===== src/rtl/mfcc_pkg.sv =====
// rtl/mfcc_pkg.sv - shared constants and state encoding for the MFCC memory arbiter
package mfcc_pkg;

    localparam int MEM_DATA_W = 16;
    localparam int MEM_ADDR_W = 7;
    localparam int MEM_DEPTH  = 65;

    typedef enum logic {
        IDLE  = 1'b0,
        GRANT = 1'b1
    } arb_state_t;

endpackage


===== src/rtl/mfcc_mem_arbiter_rr_arb2.sv =====
// rtl/mfcc_mem_arbiter_rr_arb2.sv - combinational two-way round-robin pick
module rr_arb2 (
    input  logic [1:0] req,
    input  logic       last_grant,
    output logic       winner,
    output logic       valid
);

    // On a tie the requester that was not served last wins.
    always_comb begin
        valid  = |req;
        winner = 1'b0;
        if (req == 2'b11) begin
            winner = ~last_grant;
        end else if (req[1]) begin
            winner = 1'b1;
        end
    end

endmodule


===== src/rtl/mfcc_mem_arbiter.sv =====
// rtl/mfcc_mem_arbiter.sv - two-port round-robin sequencer for the MFCC scratch memory
module mfcc_mem_arbiter
    import mfcc_pkg::*;
#(
    parameter int DATA_W = MEM_DATA_W,
    parameter int ADDR_W = MEM_ADDR_W,
    parameter int DEPTH  = MEM_DEPTH
) (
    input  logic              clk,
    input  logic              rst_n,

    input  logic              req_0,
    input  logic              we_0,
    input  logic [ADDR_W-1:0] addr_0,
    input  logic [DATA_W-1:0] wdata_0,
    output logic              gnt_0,
    output logic              err_0,
    output logic              rvalid_0,
    output logic [DATA_W-1:0] rdata_0,

    input  logic              req_1,
    input  logic              we_1,
    input  logic [ADDR_W-1:0] addr_1,
    input  logic [DATA_W-1:0] wdata_1,
    output logic              gnt_1,
    output logic              err_1,
    output logic              rvalid_1,
    output logic [DATA_W-1:0] rdata_1,

    output logic              mem_write_read,
    output logic [ADDR_W-1:0] mem_address,
    output logic [DATA_W-1:0] mem_data_in,
    input  logic [DATA_W-1:0] mem_data_out
);

    arb_state_t        state;
    logic              last_grant;

    logic              winner;
    logic              win_valid;
    logic              sel_we;
    logic [ADDR_W-1:0] sel_addr;
    logic [DATA_W-1:0] sel_wdata;
    logic              sel_oob;

    // Command stage: describes the transaction currently on the mem_* bus.
    logic              cmd_rd;
    logic              cmd_owner;
    logic              cmd_oob;

    // Pending-read stage: memory has registered the data, capture next edge.
    logic              pend_valid;
    logic              pend_owner;
    logic              pend_oob;

    rr_arb2 u_arb (
        .req        ({req_1, req_0}),
        .last_grant (last_grant),
        .winner     (winner),
        .valid      (win_valid)
    );

    // Route the winning requester's command fields and range-check its address.
    always_comb begin
        sel_we    = winner ? we_1    : we_0;
        sel_addr  = winner ? addr_1  : addr_0;
        sel_wdata = winner ? wdata_1 : wdata_0;
        sel_oob   = (int'(sel_addr) >= DEPTH);
    end

    // Arbitration FSM, command registers and read-return pipeline.
    always_ff @(posedge clk or negedge rst_n) begin
        if (!rst_n) begin
            state          <= IDLE;
            last_grant     <= 1'b1;
            gnt_0          <= 1'b0;
            gnt_1          <= 1'b0;
            err_0          <= 1'b0;
            err_1          <= 1'b0;
            rvalid_0       <= 1'b0;
            rvalid_1       <= 1'b0;
            rdata_0        <= '0;
            rdata_1        <= '0;
            mem_write_read <= 1'b0;
            mem_address    <= '0;
            mem_data_in    <= '0;
            cmd_rd         <= 1'b0;
            cmd_owner      <= 1'b0;
            cmd_oob        <= 1'b0;
            pend_valid     <= 1'b0;
            pend_owner     <= 1'b0;
            pend_oob       <= 1'b0;
        end else begin
            gnt_0          <= 1'b0;
            gnt_1          <= 1'b0;
            err_0          <= 1'b0;
            err_1          <= 1'b0;
            rvalid_0       <= 1'b0;
            rvalid_1       <= 1'b0;
            mem_write_read <= 1'b0;
            pend_valid     <= 1'b0;

            // Return stage runs independently of the FSM so it can overlap a new grant.
            if (pend_valid) begin
                if (pend_owner) begin
                    rvalid_1 <= 1'b1;
                    rdata_1  <= pend_oob ? '0 : mem_data_out;
                end else begin
                    rvalid_0 <= 1'b1;
                    rdata_0  <= pend_oob ? '0 : mem_data_out;
                end
            end

            case (state)
                IDLE: begin
                    if (win_valid) begin
                        state          <= GRANT;
                        last_grant     <= winner;
                        cmd_rd         <= ~sel_we;
                        cmd_owner      <= winner;
                        cmd_oob        <= sel_oob;
                        mem_write_read <= sel_we & ~sel_oob;
                        mem_address    <= sel_oob ? '0 : sel_addr;
                        if (sel_we && !sel_oob) begin
                            mem_data_in <= sel_wdata;
                        end
                        if (winner) begin
                            gnt_1 <= 1'b1;
                            err_1 <= sel_oob;
                        end else begin
                            gnt_0 <= 1'b1;
                            err_0 <= sel_oob;
                        end
                    end
                end
                GRANT: begin
                    // Memory executes the command at this edge; a read lands next cycle.
                    state <= IDLE;
                    if (cmd_rd) begin
                        pend_valid <= 1'b1;
                        pend_owner <= cmd_owner;
                        pend_oob   <= cmd_oob;
                    end
                end
                default: state <= IDLE;
            endcase
        end
    end

endmodule


===== config.mk =====
export PLATFORM = sky130hd
export DESIGN_NAME = mfcc_mem_arbiter
export DESIGN_NICKNAME = d
export VERILOG_FILES = /design/src/rtl/mfcc_pkg.sv /design/src/rtl/mfcc_mem_arbiter_rr_arb2.sv /design/src/rtl/mfcc_mem_arbiter.sv
export SDC_FILE = /design/constraint.sdc
export NUM_CORES = 1
export LEC_CHECK = 0
export CORE_UTILIZATION = 39
export CTS_BUF_LIST = sky130_fd_sc_hd__clkbuf_2 sky130_fd_sc_hd__clkbuf_4 sky130_fd_sc_hd__clkbuf_8
export DETAILED_ROUTE_END_ITERATION = 16
export PLACE_DENSITY = 0.8
export REMOVE_ABC_BUFFERS = 1
export SYNTH_ARGS = -nofsm -noshare
export SYNTH_HDL_FRONTEND = slang
export SYNTH_SLANG_ARGS = --single-unit

===== constraint.sdc =====
create_clock -name clk -period 1.9 [get_ports clk]
set_clock_uncertainty 0.15 [all_clocks]
set_input_delay 0.38 -clock clk [delete_from_list [all_inputs] [get_ports clk]]
set_output_delay 0.38 -clock clk [all_outputs]
set_load 0.05 [all_outputs]

==> flow_metrics.env <==
export IMPL_run_status="finished with violations"
export IMPL_failed_checks="setup timing"
export IMPL_timing_final_crit_period_ps=1940
export IMPL_drc=0
export IMPL_fmax_ghz=0.516
export IMPL_area_delta_synth_final_pct=55.1
export IMPL_via_count_of_the_first_global_routing_pass=2545
export IMPL_largest_net_degree_at_the_start_of_global_routing=71
export IMPL_avgViaCountPerCell=4.71
export IMPL_die_extent_in_x_um=89.8
export IMPL_switch_pwr_mw=3.37
export IMPL_detailed_router_iteration_count_before_antenna_repair=4
export IMPL_timing_setup_critical_path_class="reg2reg"
export IMPL_hold_path_class="in2reg"
export IMPL_slew_headroom_pct=67.4
export IMPL_cts_root_buf="clkbuf_8"
export IMPL_launch_point_of_the_worst_reg_to_reg_path="last_grant$_DFFE_PN1P_"
export IMPL_dpl_worst_slack_ps=-657
export IMPL_worst_slack_ps=-38.2
export IMPL_number_of_enable_flip_flop_cells_after_synthesis=0
export IMPL_clock_insertion_delay_worst_skew_ps=340
export IMPL_final_cell_area_um2=4660
export IMPL_setup_tns_final_ps=-194
export IMPL_worst_ir_drop_vdd_v=0.000619
export IMPL_reg2reg_setup_slack_ps=-40
export IMPL_pwr_share_seq_pct=32.0
export IMPL_synthTopCellsByCount="nand2_1 (96), dfrtp_1 (69), o21ai_0 (40)"
export IMPL_yosys_most_used_dff="dfrtp_1"
export IMPL_grt_setup_unrepaired="true"
export IMPL_detailedRoute_firstIterationViolations=62
export IMPL_netlist_area_leader_share_pct=57.4
export IMPL_synth_async_sr_flop_share_pct=100
export IMPL_multi_input_comb_area_um2=1250
export IMPL_numPortBuffers=129
export IMPL_synth_seq_area_share_pct=58.3
export IMPL_num_antenna_cells=0
export IMPL_reg2reg_to="mem_data_in[5]$_DFFE_PN0P_"
export IMPL_synth_cell_types=26
export IMPL_syn_mean_instance_area_um2=10.3
export IMPL_fillerInstances=616
export IMPL_fp_dieH_um=89.8
export IMPL_htreeDepth=3
export IMPL_core_area_um2=7370
export IMPL_cp_common_cell="buf_6"
export IMPL_slew_at_the_pin_with_the_worst_max_slew_slack_ps=490
export IMPL_tritoncts="yes"
export IMPL_total_leakage_power_nw=2.32
export IMPL_power_per_cell_area_nw_per_um2=1590
export IMPL_synth_largest_area_cell="dfrtp_1"
export IMPL_io_pins=130
export IMPL_floorplan_initialDensity_pct=40.8
export IMPL_dpl_cell_area_um2=4300
export IMPL_cts_buffers_inserted=9
export IMPL_numClockSinks=70
export IMPL_initial_antenna_violation_count=0
export IMPL_switching_share_pct=45.5
export IMPL_path_max_fanout=5
export IMPL_clk_buf_depth=2
export IMPL_ys_top_cells_by_area="dfrtp_1 (57%), nand2_1 (12%), o21ai_0 (6.7%)"
export IMPL_critical_path_endpoint="mem_data_in[5]$_DFFE_PN0P_"
export IMPL_vias=2529
export IMPL_final_layout_size_suffix_gt1_share_pct=29.7
export IMPL_postRouteWirelength_um=7210
export IMPL_clkPwrFrac_pct=17.7
export IMPL_cp_slowest_cell="dfstp_2"
export IMPL_startpoint_class_of_the_critical_path="register"
export IMPL_globalRouteOverflowTotal=0
export IMPL_yosysWarningCount=0
export IMPL_power_report_internal_total_mw=4.03
export IMPL_hold_viol=0
export IMPL_synth_seq_cells=70
export IMPL_timing_max_transition_violations_final=0
export IMPL_cap_violations=0
export IMPL_crit_chain="a21boi_4, buf_6, a211oi_4, nor4_4, buf_4, buf_6, mux2_4"
export IMPL_wl_per_cell_um=13.4
export IMPL_place_detailed_hpwl_um=5060
export IMPL_crit_path_start="last_grant$_DFFE_PN1P_"
export IMPL_cell_with_the_most_instances_after_synthesis="nand2_1"
export IMPL_utilization_pct=63.3
export IMPL_gr_usage_all_layers_pct=19.0
export IMPL_dieArea_um2=8060
export IMPL_worst_endpoint_required_ps=1970
export IMPL_placement_rows=31
export IMPL_grt_first_pass_wirelength_um=12200
export IMPL_reg_area_um2=1750
export IMPL_p_comb_share_pct=50.2
export IMPL_worst_r2r_cell_count=7
export IMPL_cts_reportedPaths_clkPinSlew_ps=70
export IMPL_final_setup_violating_endpoints=9
export IMPL_count_of_mapped_cells_out_of_synthesis=291
export IMPL_gp_routability_congestion=0.734
export IMPL_timing_final_crit_share_pct=102
export IMPL_antenna_violating_nets_post_route=0
export IMPL_setup_worst_path_end_class="register"
export IMPL_peak_per_stage_delay_on_the_critical_path_ps=590
export IMPL_synth_area_um2=3010
export IMPL_cp_arrival_ps=2000
export IMPL_nets=501
-- repair_timing --
action                                 in CTS  in global routing
pin swaps                                   6                  9
setup endpoints to repair                  23                 20
buffers inserted                            5                  2
endpoints found under the hold margin      69                  0
hold buffers                                1                  0
resized for setup                          24                 13
cloned                                      2                  0
-- logic make-up (layout without fill, tap and decap cells) --
kind of cell,count (synthesis),in the layout,share of synthesized area [%]
simple gates,126,126,19.1
flops,70,70,58.3
buf+inv,22,169,3.20
mux,24,24,9.86
compound gates,49,49,9.57
-- sequential cells by signal, summed over array words and instances (netlist names), 7 cells and up --
signal	count
rdata_0	16
mem_address	7
mem_data_in	16
rdata_1	16
-- through the flow --
step	total power, mW	hold WS (ps)	cells
after floorplan	4.78	-65.6	275
after global placement	5.99	282	514
after detailed placement	6.05	282	514
after CTS	7.48	332	538
after global routing	7.77	290	537
final	7.40	258	537
-- layer usage --
metal | wire, um | track usage [%] | vias to the layer above
met2 | 3420 | 30.2 | 116
met5 | 0 | 0 | -
met1 | 3200 | 25.4 | 1172
li1 | - | - | 1233
met4 | 85 | 7.38 | 0
met3 | 503 | 4.31 | 8
-- layout by cell type (no fill, tap or decap), types with 2 or more instances in the layout --
master	synthesis	routed
buf_12	0	2
dlymetal6s2s_1	0	3
nand2b_1	18	17
clkdlybuf4s50_1	0	55
dfrtp_1	69	69
clkbuf_8	0	9
buf_4	0	75
mux2i_1	6	6
nor4_4	2	3
mux2_4	9	16
and3_1	2	2
nor2_1	5	3
bufinv_16	0	2
buf_6	0	2
inv_1	6	6
o21ai_0	40	40
clkbuf_2	0	2
dlygate4sd2_1	0	5
clkinvlp_4	0	2
mux2_2	9	2
a21o_1	2	2
nand2_1	96	96
-- layout make-up --
class | count | area share (%)
clock inverter | 7 | 2.09
clock buffer | 9 | 2.66
inverter | 6 | 0.483
sequential | 70 | 37.6
multi-input combinational | 199 | 26.8
timing repair buffer | 147 | 27.7
tap | 99 | 2.66
-- worst min-delay path by stage --
stage | from | end | slack [ps] | cells past startpoint
final | addr_0[0] | mem_address[0]$_DFFE_PN0P_ | 260 | 3
after detailed placement | rst_n | rdata_0[14]$_DFFE_PN0P_ | 280 | 2
after CTS | cmd_owner$_DFFE_PN0P_ | cmd_owner$_DFFE_PN0P_ | 330 | 1
after global routing | addr_0[0] | mem_address[0]$_DFFE_PN0P_ | 290 | 3
after global placement | rst_n | rdata_0[14]$_DFFE_PN0P_ | 280 | 2
after floorplan | rst_n | cmd_oob$_DFFE_PN0P_ | -70 | 0
-- power by group through the flow --
stage,logic [mW],registers (mW),clock network (mW)
after global routing,3.91,2.46,1.41
after global placement,3.61,2.38,0
after CTS,3.76,2.38,1.35
final,3.71,2.37,1.31
after detailed placement,3.66,2.40,0
after floorplan,0.693,4.08,0
-- worst max-delay path: cells and delay by family (launching register included) --
| kind | cells | cell delay (ps) |
|---|---|---|
| compound gates | 2 | 280 |
| buf+inv | 3 | 420 |
| flops | 1 | 590 |
| mux | 1 | 300 |
| simple gates | 1 | 90 |
(Power assumes the default switching activity.)
